File: config.mk
export PLATFORM = sky130hd
export DESIGN_NAME = request_conditioner
export DESIGN_NICKNAME = d
export VERILOG_FILES = /design/src/rtl/request_conditioner_pkg.sv /design/src/rtl/request_channel.sv /design/src/rtl/request_conditioner.sv
export SDC_FILE = /design/constraint.sdc
export NUM_CORES = 1
export LEC_CHECK = 0
export ABC_AREA = 1
export CORE_UTILIZATION = 45
export CTS_BUF_LIST = sky130_fd_sc_hd__clkbuf_4 sky130_fd_sc_hd__clkbuf_8
export DETAILED_ROUTE_END_ITERATION = 10
export HOLD_SLACK_MARGIN = 0.08
export PLACE_DENSITY = 0.72
export SLEW_MARGIN = 5
export SYNTH_ARGS = -nofsm -noshare
export SYNTH_HDL_FRONTEND = slang
export SYNTH_SLANG_ARGS = --single-unit
File: constraint.sdc
create_clock -name clk -period 2.1 [get_ports clk]
set_clock_uncertainty 0.2 [all_clocks]
set_input_delay 0.315 -clock clk [delete_from_list [all_inputs] [get_ports clk]]
set_output_delay 0.315 -clock clk [all_outputs]
set_load 0.02 [all_outputs]
File: src/rtl/request_conditioner_pkg.sv
// Shared definitions for the request conditioner: default data width,
// channel FSM state encodings and constant-evaluable sizing helpers.
`ifndef BIT_DEPTH
`define BIT_DEPTH 8
`endif

package request_conditioner_pkg;

  typedef enum logic [1:0] {
    IDLE    = 2'd0,
    PRESS   = 2'd1,
    HELD    = 2'd2,
    RELEASE = 2'd3
  } chan_state_e;

  function automatic int unsigned rc_clog2(input int unsigned v);
    int unsigned r;
    r = 0;
    for (int unsigned i = 0; i < 32; i++) begin
      if ((64'd1 << i) < 64'(v)) r = i + 1;
    end
    return r;
  endfunction

  function automatic int unsigned rc_max(input int unsigned a, input int unsigned b);
    return (a > b) ? a : b;
  endfunction

endpackage

File: src/rtl/request_channel.sv
// One request channel: synchroniser, press/release debounce, optional
// auto-repeat. pulse_c is the next-cycle pulse event for the top to register.
module request_channel
  import request_conditioner_pkg::*;
#(
  parameter int unsigned SYNC_STAGES     = 2,
  parameter int unsigned DEBOUNCE_CYCLES = 4,
  parameter int unsigned REPEAT_EN       = 0,
  parameter int unsigned REPEAT_DELAY    = 16,
  parameter int unsigned REPEAT_PERIOD   = 4
) (
  input  logic clk,
  input  logic rst,
  input  logic req_i,
  output logic pulse_c,
  output logic held_o
);

  localparam int unsigned CNT_W = rc_clog2(rc_max(DEBOUNCE_CYCLES, REPEAT_DELAY)) + 1;
  localparam int unsigned REP_W = rc_clog2(rc_max(REPEAT_DELAY, REPEAT_PERIOD)) + 1;
  localparam logic [CNT_W-1:0] DEB_LAST  = CNT_W'(DEBOUNCE_CYCLES);
  localparam logic [CNT_W-1:0] CNT_ONE   = CNT_W'(1);
  localparam logic [REP_W-1:0] REP_FIRST = REP_W'(REPEAT_DELAY);
  localparam logic [REP_W-1:0] REP_NEXT  = REP_W'(REPEAT_PERIOD);
  localparam logic [REP_W-1:0] REP_ONE   = REP_W'(1);

  logic [SYNC_STAGES-1:0] sync_q;
  chan_state_e            state_q, state_d;
  logic [CNT_W-1:0]       cnt_q, cnt_d, cnt_inc;
  logic [REP_W-1:0]       rep_q, rep_d, rep_inc;
  logic                   rep_phase_q, rep_phase_d;
  logic                   held_q;
  logic                   s, deb_done, rep_hit;

  // cnt_q is 0 in IDLE and HELD, so the first sample of a new run sees cnt_inc == 1
  assign s        = sync_q[SYNC_STAGES-1];
  assign cnt_inc  = cnt_q + CNT_ONE;
  assign rep_inc  = rep_q + REP_ONE;
  assign deb_done = (cnt_inc == DEB_LAST);
  assign rep_hit  = (rep_inc == (rep_phase_q ? REP_NEXT : REP_FIRST));
  assign held_o   = held_q;

  always_comb begin
    state_d     = state_q;
    cnt_d       = cnt_q;
    rep_d       = rep_q;
    rep_phase_d = rep_phase_q;
    pulse_c     = 1'b0;
    case (state_q)
      IDLE, PRESS: begin
        if (!s) begin
          state_d = IDLE;
          cnt_d   = '0;
        end else if (deb_done) begin
          state_d     = HELD;
          cnt_d       = '0;
          rep_d       = '0;
          rep_phase_d = 1'b0;
          pulse_c     = 1'b1;
        end else begin
          state_d = PRESS;
          cnt_d   = cnt_inc;
        end
      end
      default: begin
        if (s) begin
          state_d = HELD;
          cnt_d   = '0;
          // repeat timer is frozen while a release is being debounced
          if (state_q == HELD && REPEAT_EN != 0) begin
            if (rep_hit) begin
              pulse_c     = 1'b1;
              rep_d       = '0;
              rep_phase_d = 1'b1;
            end else begin
              rep_d = rep_inc;
            end
          end
        end else if (deb_done) begin
          state_d = IDLE;
          cnt_d   = '0;
        end else begin
          state_d = RELEASE;
          cnt_d   = cnt_inc;
        end
      end
    endcase
  end

  always_ff @(posedge clk) begin
    if (rst) begin
      sync_q      <= '0;
      state_q     <= IDLE;
      cnt_q       <= '0;
      rep_q       <= '0;
      rep_phase_q <= 1'b0;
      held_q      <= 1'b0;
    end else begin
      sync_q      <= {sync_q[SYNC_STAGES-2:0], req_i};
      state_q     <= state_d;
      cnt_q       <= cnt_d;
      rep_q       <= rep_d;
      rep_phase_q <= rep_phase_d;
      held_q      <= (state_d == HELD) || (state_d == RELEASE);
    end
  end

endmodule

File: src/rtl/request_conditioner.sv
// Turns asynchronous read/write request levels into clean single-cycle
// FIFO enables, with write data captured alongside the write pulse.
module request_conditioner
  import request_conditioner_pkg::*;
#(
  parameter int unsigned DATA_W          = `BIT_DEPTH,
  parameter int unsigned SYNC_STAGES     = 2,
  parameter int unsigned DEBOUNCE_CYCLES = 4,
  parameter int unsigned REPEAT_EN       = 0,
  parameter int unsigned REPEAT_DELAY    = 16,
  parameter int unsigned REPEAT_PERIOD   = 4,
  parameter int unsigned COLLIDE_MODE    = 0
) (
  input  logic              clk,
  input  logic              rst,
  input  logic              enable_read,
  input  logic              enable_write,
  input  logic [DATA_W-1:0] value_to_write,
  output logic              synchr_enable_read,
  output logic              synchr_enable_write,
  output logic [DATA_W-1:0] synchr_to_write,
  output logic              read_held,
  output logic              write_held
);

  logic              rd_pulse_c, wr_pulse_c;
  logic              rd_q, rd_d, wr_q;
  logic              pending_q, pending_d;
  logic [DATA_W-1:0] data_q;

  request_channel #(
    .SYNC_STAGES(SYNC_STAGES), .DEBOUNCE_CYCLES(DEBOUNCE_CYCLES), .REPEAT_EN(REPEAT_EN),
    .REPEAT_DELAY(REPEAT_DELAY), .REPEAT_PERIOD(REPEAT_PERIOD)
  ) u_read (
    .clk(clk), .rst(rst), .req_i(enable_read), .pulse_c(rd_pulse_c), .held_o(read_held)
  );

  request_channel #(
    .SYNC_STAGES(SYNC_STAGES), .DEBOUNCE_CYCLES(DEBOUNCE_CYCLES), .REPEAT_EN(REPEAT_EN),
    .REPEAT_DELAY(REPEAT_DELAY), .REPEAT_PERIOD(REPEAT_PERIOD)
  ) u_write (
    .clk(clk), .rst(rst), .req_i(enable_write), .pulse_c(wr_pulse_c), .held_o(write_held)
  );

  // write-wins: a colliding read slips one cycle; pulses are >=2 apart so one slot suffices
  always_comb begin
    rd_d      = rd_pulse_c;
    pending_d = 1'b0;
    if (COLLIDE_MODE == 32'd1) begin
      rd_d      = (rd_pulse_c && !wr_pulse_c) || pending_q;
      pending_d = rd_pulse_c && wr_pulse_c;
    end
  end

  always_ff @(posedge clk) begin
    if (rst) begin
      rd_q      <= 1'b0;
      wr_q      <= 1'b0;
      pending_q <= 1'b0;
      data_q    <= '0;
    end else begin
      rd_q      <= rd_d;
      wr_q      <= wr_pulse_c;
      pending_q <= pending_d;
      if (wr_pulse_c) data_q <= value_to_write;
    end
  end

  assign synchr_enable_read  = rd_q;
  assign synchr_enable_write = wr_q;
  assign synchr_to_write     = data_q;

endmodule

## Word-level counts from Yosys, hierarchy flattened

Index checks and enable logic that the tools add are counted.
Widths: inputs -> output; s select.

- $add $sub $neg: 2
- Equal/unequal tests: 8
- Mux-type cells: 22
- Bitwise operators: 2
- Reduce and logical (&&, ||, !) cells: 7

Operators with widths:

| cell | number |
|---|---|
| $mux 5 | 8 |
| $mux 2 | 10 |
| $add 5x1->5 const B | 2 |
| $eq 5x3->1 const B | 2 |
| $eq 2x2->1 const B | 4 |
| $eq 2x1->1 const B | 2 |
| $logic_not 2->1 | 2 |
| $mux 1 | 4 |
| $reduce_or 2->1 | 2 |
| $reduce_or 3->1 | 1 |
| $logic_or 1x1->1 | 2 |
| $not 1->1 | 2 |

- Bits in registers: 30
- Input port bits: 12
- Output and inout bits: 12

## Longest topological paths before layout

- Word-level depth: 7
- Mapped depth: 9

## Modules after synthesis

A second synthesis with hierarchy kept.

- Cell total of the unflattened synthesis: 155
- Area total of the unflattened synthesis: 1,127.3 um^2

By module, submodules not included:

| module | instances | cells each | area each (um^2) | seq. area each (um^2) |
|---|---|---|---|---|
| request_channel | 2 | 49 | 365.4 | 160.2 |
| request_conditioner | 1 | 57 | 396.6 | 200.2 |

## Worst setup path before layout

No wires, ideal clock.

- Path type: register to register
- Start point: reg u_write.cnt_q[0]
- End point: reg data_q[0] (netlist: synchr_to_write[0])
- Setup time: 0.064 ns
- Arrival time: 1.255 ns
- Data required time: 1.836 ns
- Path slack: 0.581 ns
- Cell stages (with the launch flop): 10
- Path buffers: 0
- Period minus slack after synthesis: 1.519 ns
- Path through: dfxtp_1 > ha_1 > inv_1 > nand2_2 > nand3_2 > inv_2 > nand3_4 > nor2_8 > nor2_1 > nor2_1

- Longest elaborated chain between the ends: 5

RTL lines:

| element | RTL line | text |
|---|---|---|
| start, declared | request_channel.sv:29 | `logic [CNT_W-1:0] cnt_q, cnt_d, cnt_inc;` |
| start signal, assigned | request_channel.sv:101 | `cnt_q <= cnt_d;` |
| $add 5x1->5 | request_channel.sv:37 | `assign cnt_inc = cnt_q + CNT_ONE;` |
| $eq 5x3->1 | request_channel.sv:39 | `assign deb_done = (cnt_inc == DEB_LAST);` |
| $mux 1 | request_channel.sv:54 | `end else if (deb_done) begin` |
| $mux 1 | request_channel.sv:51 | `if (!s) begin` |
| $mux 1 | request_channel.sv:49 | `case (state_q)` |
| end signal, assigned | request_conditioner.sv:65 | `if (wr_pulse_c) data_q <= value_to_write;` |
| end, declared | request_conditioner.sv:29 | `logic [DATA_W-1:0] data_q;` |

Every way passes these cells.
A chain may end at the register's enable or synchronous reset.

## Final worst setup path

- Start point: reg u_write.held_q (netlist: u_write.held_o)
- End point: out write_held

RTL lines:

| element | RTL line | text |
|---|---|---|
| start, declared | request_channel.sv:32 | `logic held_q;` |
| start signal, assigned | request_channel.sv:104 | `held_q <= (state_d == HELD) \|\| (state_d == RELEASE);` |
| end, declared | request_conditioner.sv:23 | `output logic write_held` |

No word-level cell between the ends.

==> key figures <==
Floorplan
  • Row cnt: 17
  • Die W: 51.6 um
  • CORE AREA: 2280 um2
  • Initial Util: 48.7%
  • # IOs: 24
  • Die Span Y: 51.6 um
  • DIE AREA: 2660 um2

Logic synthesis
  • Synth warn: 0
  • Post-Synthesis Cells: 145
  • Syn_nets: 160
  • Post-synth cell types: 24
  • Mapped cell area: 1110 um2
  • Synth Register Bits: 26
  • Post-synthesis sequential area ratio: 47.0%
  • Syn Area/Cell: 7.64 um2

Global route
  • Tot GR Track Use: 16.8%
  • Grt total ovfl: 0
  • Initial antenna violation count: 0
  • Largest net degree at the start of global routing: 14
  • First-pass GRT wire length: 3430 um
  • Vias in the first global route: 827

CTS
  • Clk_lat worst skew: 0.31 ns
  • CTS tree: done
  • H-tree levels: 1
  • CTS Buf Count: 3
  • Clock Sinks: 26
  • Clk root buf: clkbuf_4
  • Clk slew on worst S/H paths: 0.14 ns
  • Clock Path Buffers: 2
  • Hold_buf cts: 0

Power and ir drop
  • VDD IR max: 0.000505 V
  • Flop pwr share: 66.2%
  • Cell Pwr Density: 540 nW/um2
  • Switch Pwr: 0.000165 W
  • Sw frac: 21.8%
  • Gate power share: 6.2%
  • Clk pwr share: 27.6%
  • Leakage power: 0.612 nW
  • Pint: 0.000592 W

Setup path
  • FF-to-FF End: synchr_to_write[1]$_SDFFE_PP0P_
  • Worst R2R Setup Slack: 0.32 ns
  • Worst reg2reg startpoint: u_write.cnt_q[0]$_SDFF_PP0_
  • CP cell instances: clkdlybuf4s50_1
  • Stages on the worst setup path: 1
  • Bufs and invs on worst path: 1
  • CP max stage delay: 0.63 ns
  • Critical path's top delay family: buffers and inverters
  • CP endpoint kind: output pin
  • Cell depth of the worst flop-to-flop path: 7
  • Arrival time at the worst endpoint: 1.37 ns
  • Critical path type: reg2out
  • CP Max Fanout: 4
  • CP max stage cell: clkdlybuf4s50_1
  • Startpoint Class: register
  • CP required: 1.58 ns

Worst hold path
  • Worst hold path cell count: 2
  • Min-Delay Path Class: reg2reg
  • Hold Crit Endpoint: u_read.sync_q[1]$_SDFF_PP0_
  • HP Start: u_read.sync_q[0]$_SDFF_PP0_

Finish
  • Post-route cell area: 1400 um2
  • Ant diodes: 0
  • Final #Nets: 188
  • Fill count: 212
  • Area Growth Syn to Fin: 26.7%
  • Layout cell share with drive strength beyond 1: 8.77%
  • Final core occ: 61.6%

STA
  • Final hold viol count: 0
  • Max transition margin: 69.8%
  • Setup Viol. Count Final: 0
  • Count of pins over their slew limit: 0
  • RSZ-0062 raised after global routing: false
  • Final clock period utilization by the worst path: 89.6%
  • Setup TNS: 0 ns
  • Final Critical Period: 1.88 ns
  • Setup slack after layout: 0.218 ns
  • Worst slew pin tran: 0.448 ns
  • Fmax: 531 MHz

Detailed routing
  • Post-route DRC: 0
  • Total Wirelength: 2010 um
  • ANT nets after route: 0
  • DR vias: 940
  • DR WL/cell: 10.1 um
  • DRT iter0 DRCs: 16
  • Vias/cell: 4.72
  • DRT Pass-1 Iters: 6

Placement
  • GPL Wtd Cong: 0.748
  • Dpl ws: 0.226 ns
  • Buffers on Ports: 23
  • Placed Area: 1380 um2
  • Hpwl dp: 1530 um

Status
  • Status: finished clean

Run
  • Max cap viols: 0
## cell type report
cell class / count / area, um2 / area share, %
sequential: 26 / 520 / 37.1
multi-input combinational: 90 / 478 / 34.1
timing repair buffer: 25 / 245 / 17.5
inverter: 27 / 101 / 7.23
tap: 28 / 35.0 / 2.50
clock buffer: 3 / 22.5 / 1.61
## worst register-to-register path, stage by stage (launching register included)
cell     delay [ns]
dfxtp_1        0.45
ha_1           0.25
nand4_1        0.12
nand2_2        0.22
nand3_4        0.15
nor2_8         0.16
nor2_1         0.06
nor2_1         0.11
## cells by family (layout without fill, tap and decap cells)
kind of cell / count (synthesis) / count (layout) / share of synthesized area [%]
buf+inv: 29 / 55 / 10.1
xor+xnor: 3 / 3 / 2.37
compound gates: 4 / 4 / 1.81
simple gates: 80 / 80 / 35.4
fa+ha+maj: 3 / 3 / 3.39
flops: 26 / 26 / 47.0
## stage by stage
step                hold slack [ns]  power (W)  std cells
floorplan                     0.188   0.000532        145
global placement              0.195   0.000558        196
detailed placement            0.199   0.000559        196
CTS                           0.219   0.000763        199
global route                  0.235   0.000783        199
finish                        0.214   0.000757        199
## flip-flops by register name (all words and copies together) (netlist names)
name / cells
u_write.sync_q: 2
u_read.cnt_q: 5
u_write.held_o: 1
synchr_enable_read: 1
u_read.sync_q: 2
synchr_to_write: 8
synchr_enable_write: 1
u_read.held_o: 1
u_write.cnt_q: 5
## how the worst max path moves through the flow
stage,to,slack (ns),startpoint
2_1_floorplan,synchr_to_write[0]$_SDFFE_PP0P_,0.58,u_write.cnt_q[0]$_SDFF_PP0_
3_3_place_gp,synchr_to_write[1]$_SDFFE_PP0P_,0.35,u_write.cnt_q[0]$_SDFF_PP0_
3_5_place_dp,synchr_to_write[1]$_SDFFE_PP0P_,0.23,u_write.cnt_q[0]$_SDFF_PP0_
4_1_cts,synchr_to_write[1]$_SDFFE_PP0P_,0.19,u_write.cnt_q[0]$_SDFF_PP0_
5_1_grt,synchr_to_write[3]$_SDFFE_PP0P_,0.15,u_write.cnt_q[0]$_SDFF_PP0_
6_report,write_held,0.22,u_write.held_o$_SDFF_PP0_
## cell usage after synthesis
| master | number | share of area [%] |
|---|---|---|
| a21oi_1 | 2 | 0.90 |
| buf_2 | 2 | 0.90 |
| clkinv_1 | 1 | 0.34 |
| dfxtp_1 | 26 | 47 |
| ha_1 | 3 | 3.4 |
| inv_1 | 23 | 7.8 |
| inv_2 | 3 | 1.0 |
| nand2_1 | 21 | 7.1 |
| nand2_2 | 1 | 0.57 |
| nand3_1 | 6 | 2.7 |
| nand3_2 | 1 | 0.90 |
| nand3_4 | 1 | 1.6 |
| nand4_1 | 11 | 6.2 |
| nor2_1 | 33 | 11 |
| nor2_2 | 1 | 0.57 |
| nor2_4 | 1 | 1.0 |
| nor2_8 | 1 | 1.8 |
| nor3_1 | 1 | 0.45 |
| nor3b_1 | 1 | 0.68 |
| nor4_1 | 1 | 0.57 |
| o21ai_0 | 1 | 0.45 |
| o21ai_1 | 1 | 0.45 |
| xnor2_1 | 1 | 0.79 |
| xor2_1 | 2 | 1.6 |
## power groups by stage
stage          registers (W)   logic, W  clock network, W
2_1_floorplan       0.000511  0.0000207                 0
3_3_place_gp        0.000512  0.0000467                 0
3_5_place_dp        0.000512  0.0000472                 0
4_1_cts             0.000501  0.0000474          0.000215
5_1_grt             0.000502  0.0000530          0.000228
6_report            0.000501  0.0000473          0.000209
## routing by layer
metal	part of all wire, %	up-vias	GRT usage [%]	wire length, um
met2	47	12	28.6	938
met1	50	422	21.6	1010
met5	0	-	0	0
met4	0.40	0	4.05	8
li1	-	504	-	-
met3	2.3	2	3.51	47
## placed cells by master (no fill, tap or decap), types with 2 or more instances in the layout
cell type,netlist,final
a21oi_1,2,2
buf_4,0,2
clkbuf_4,0,3
clkdlybuf4s50_1,0,23
dfxtp_1,26,26
ha_1,3,3
inv_1,23,23
inv_2,3,3
nand2_1,21,20
nand2_2,1,2
nand3_1,6,6
nand4_1,11,11
nor2_1,33,33
xor2_1,2,2
## what timing repair did
item,4_1_cts,5_1_grt
resized for setup,0,1
buffers inserted,0,0
setup endpoints to repair,0,1
(Power assumes the default switching activity.)
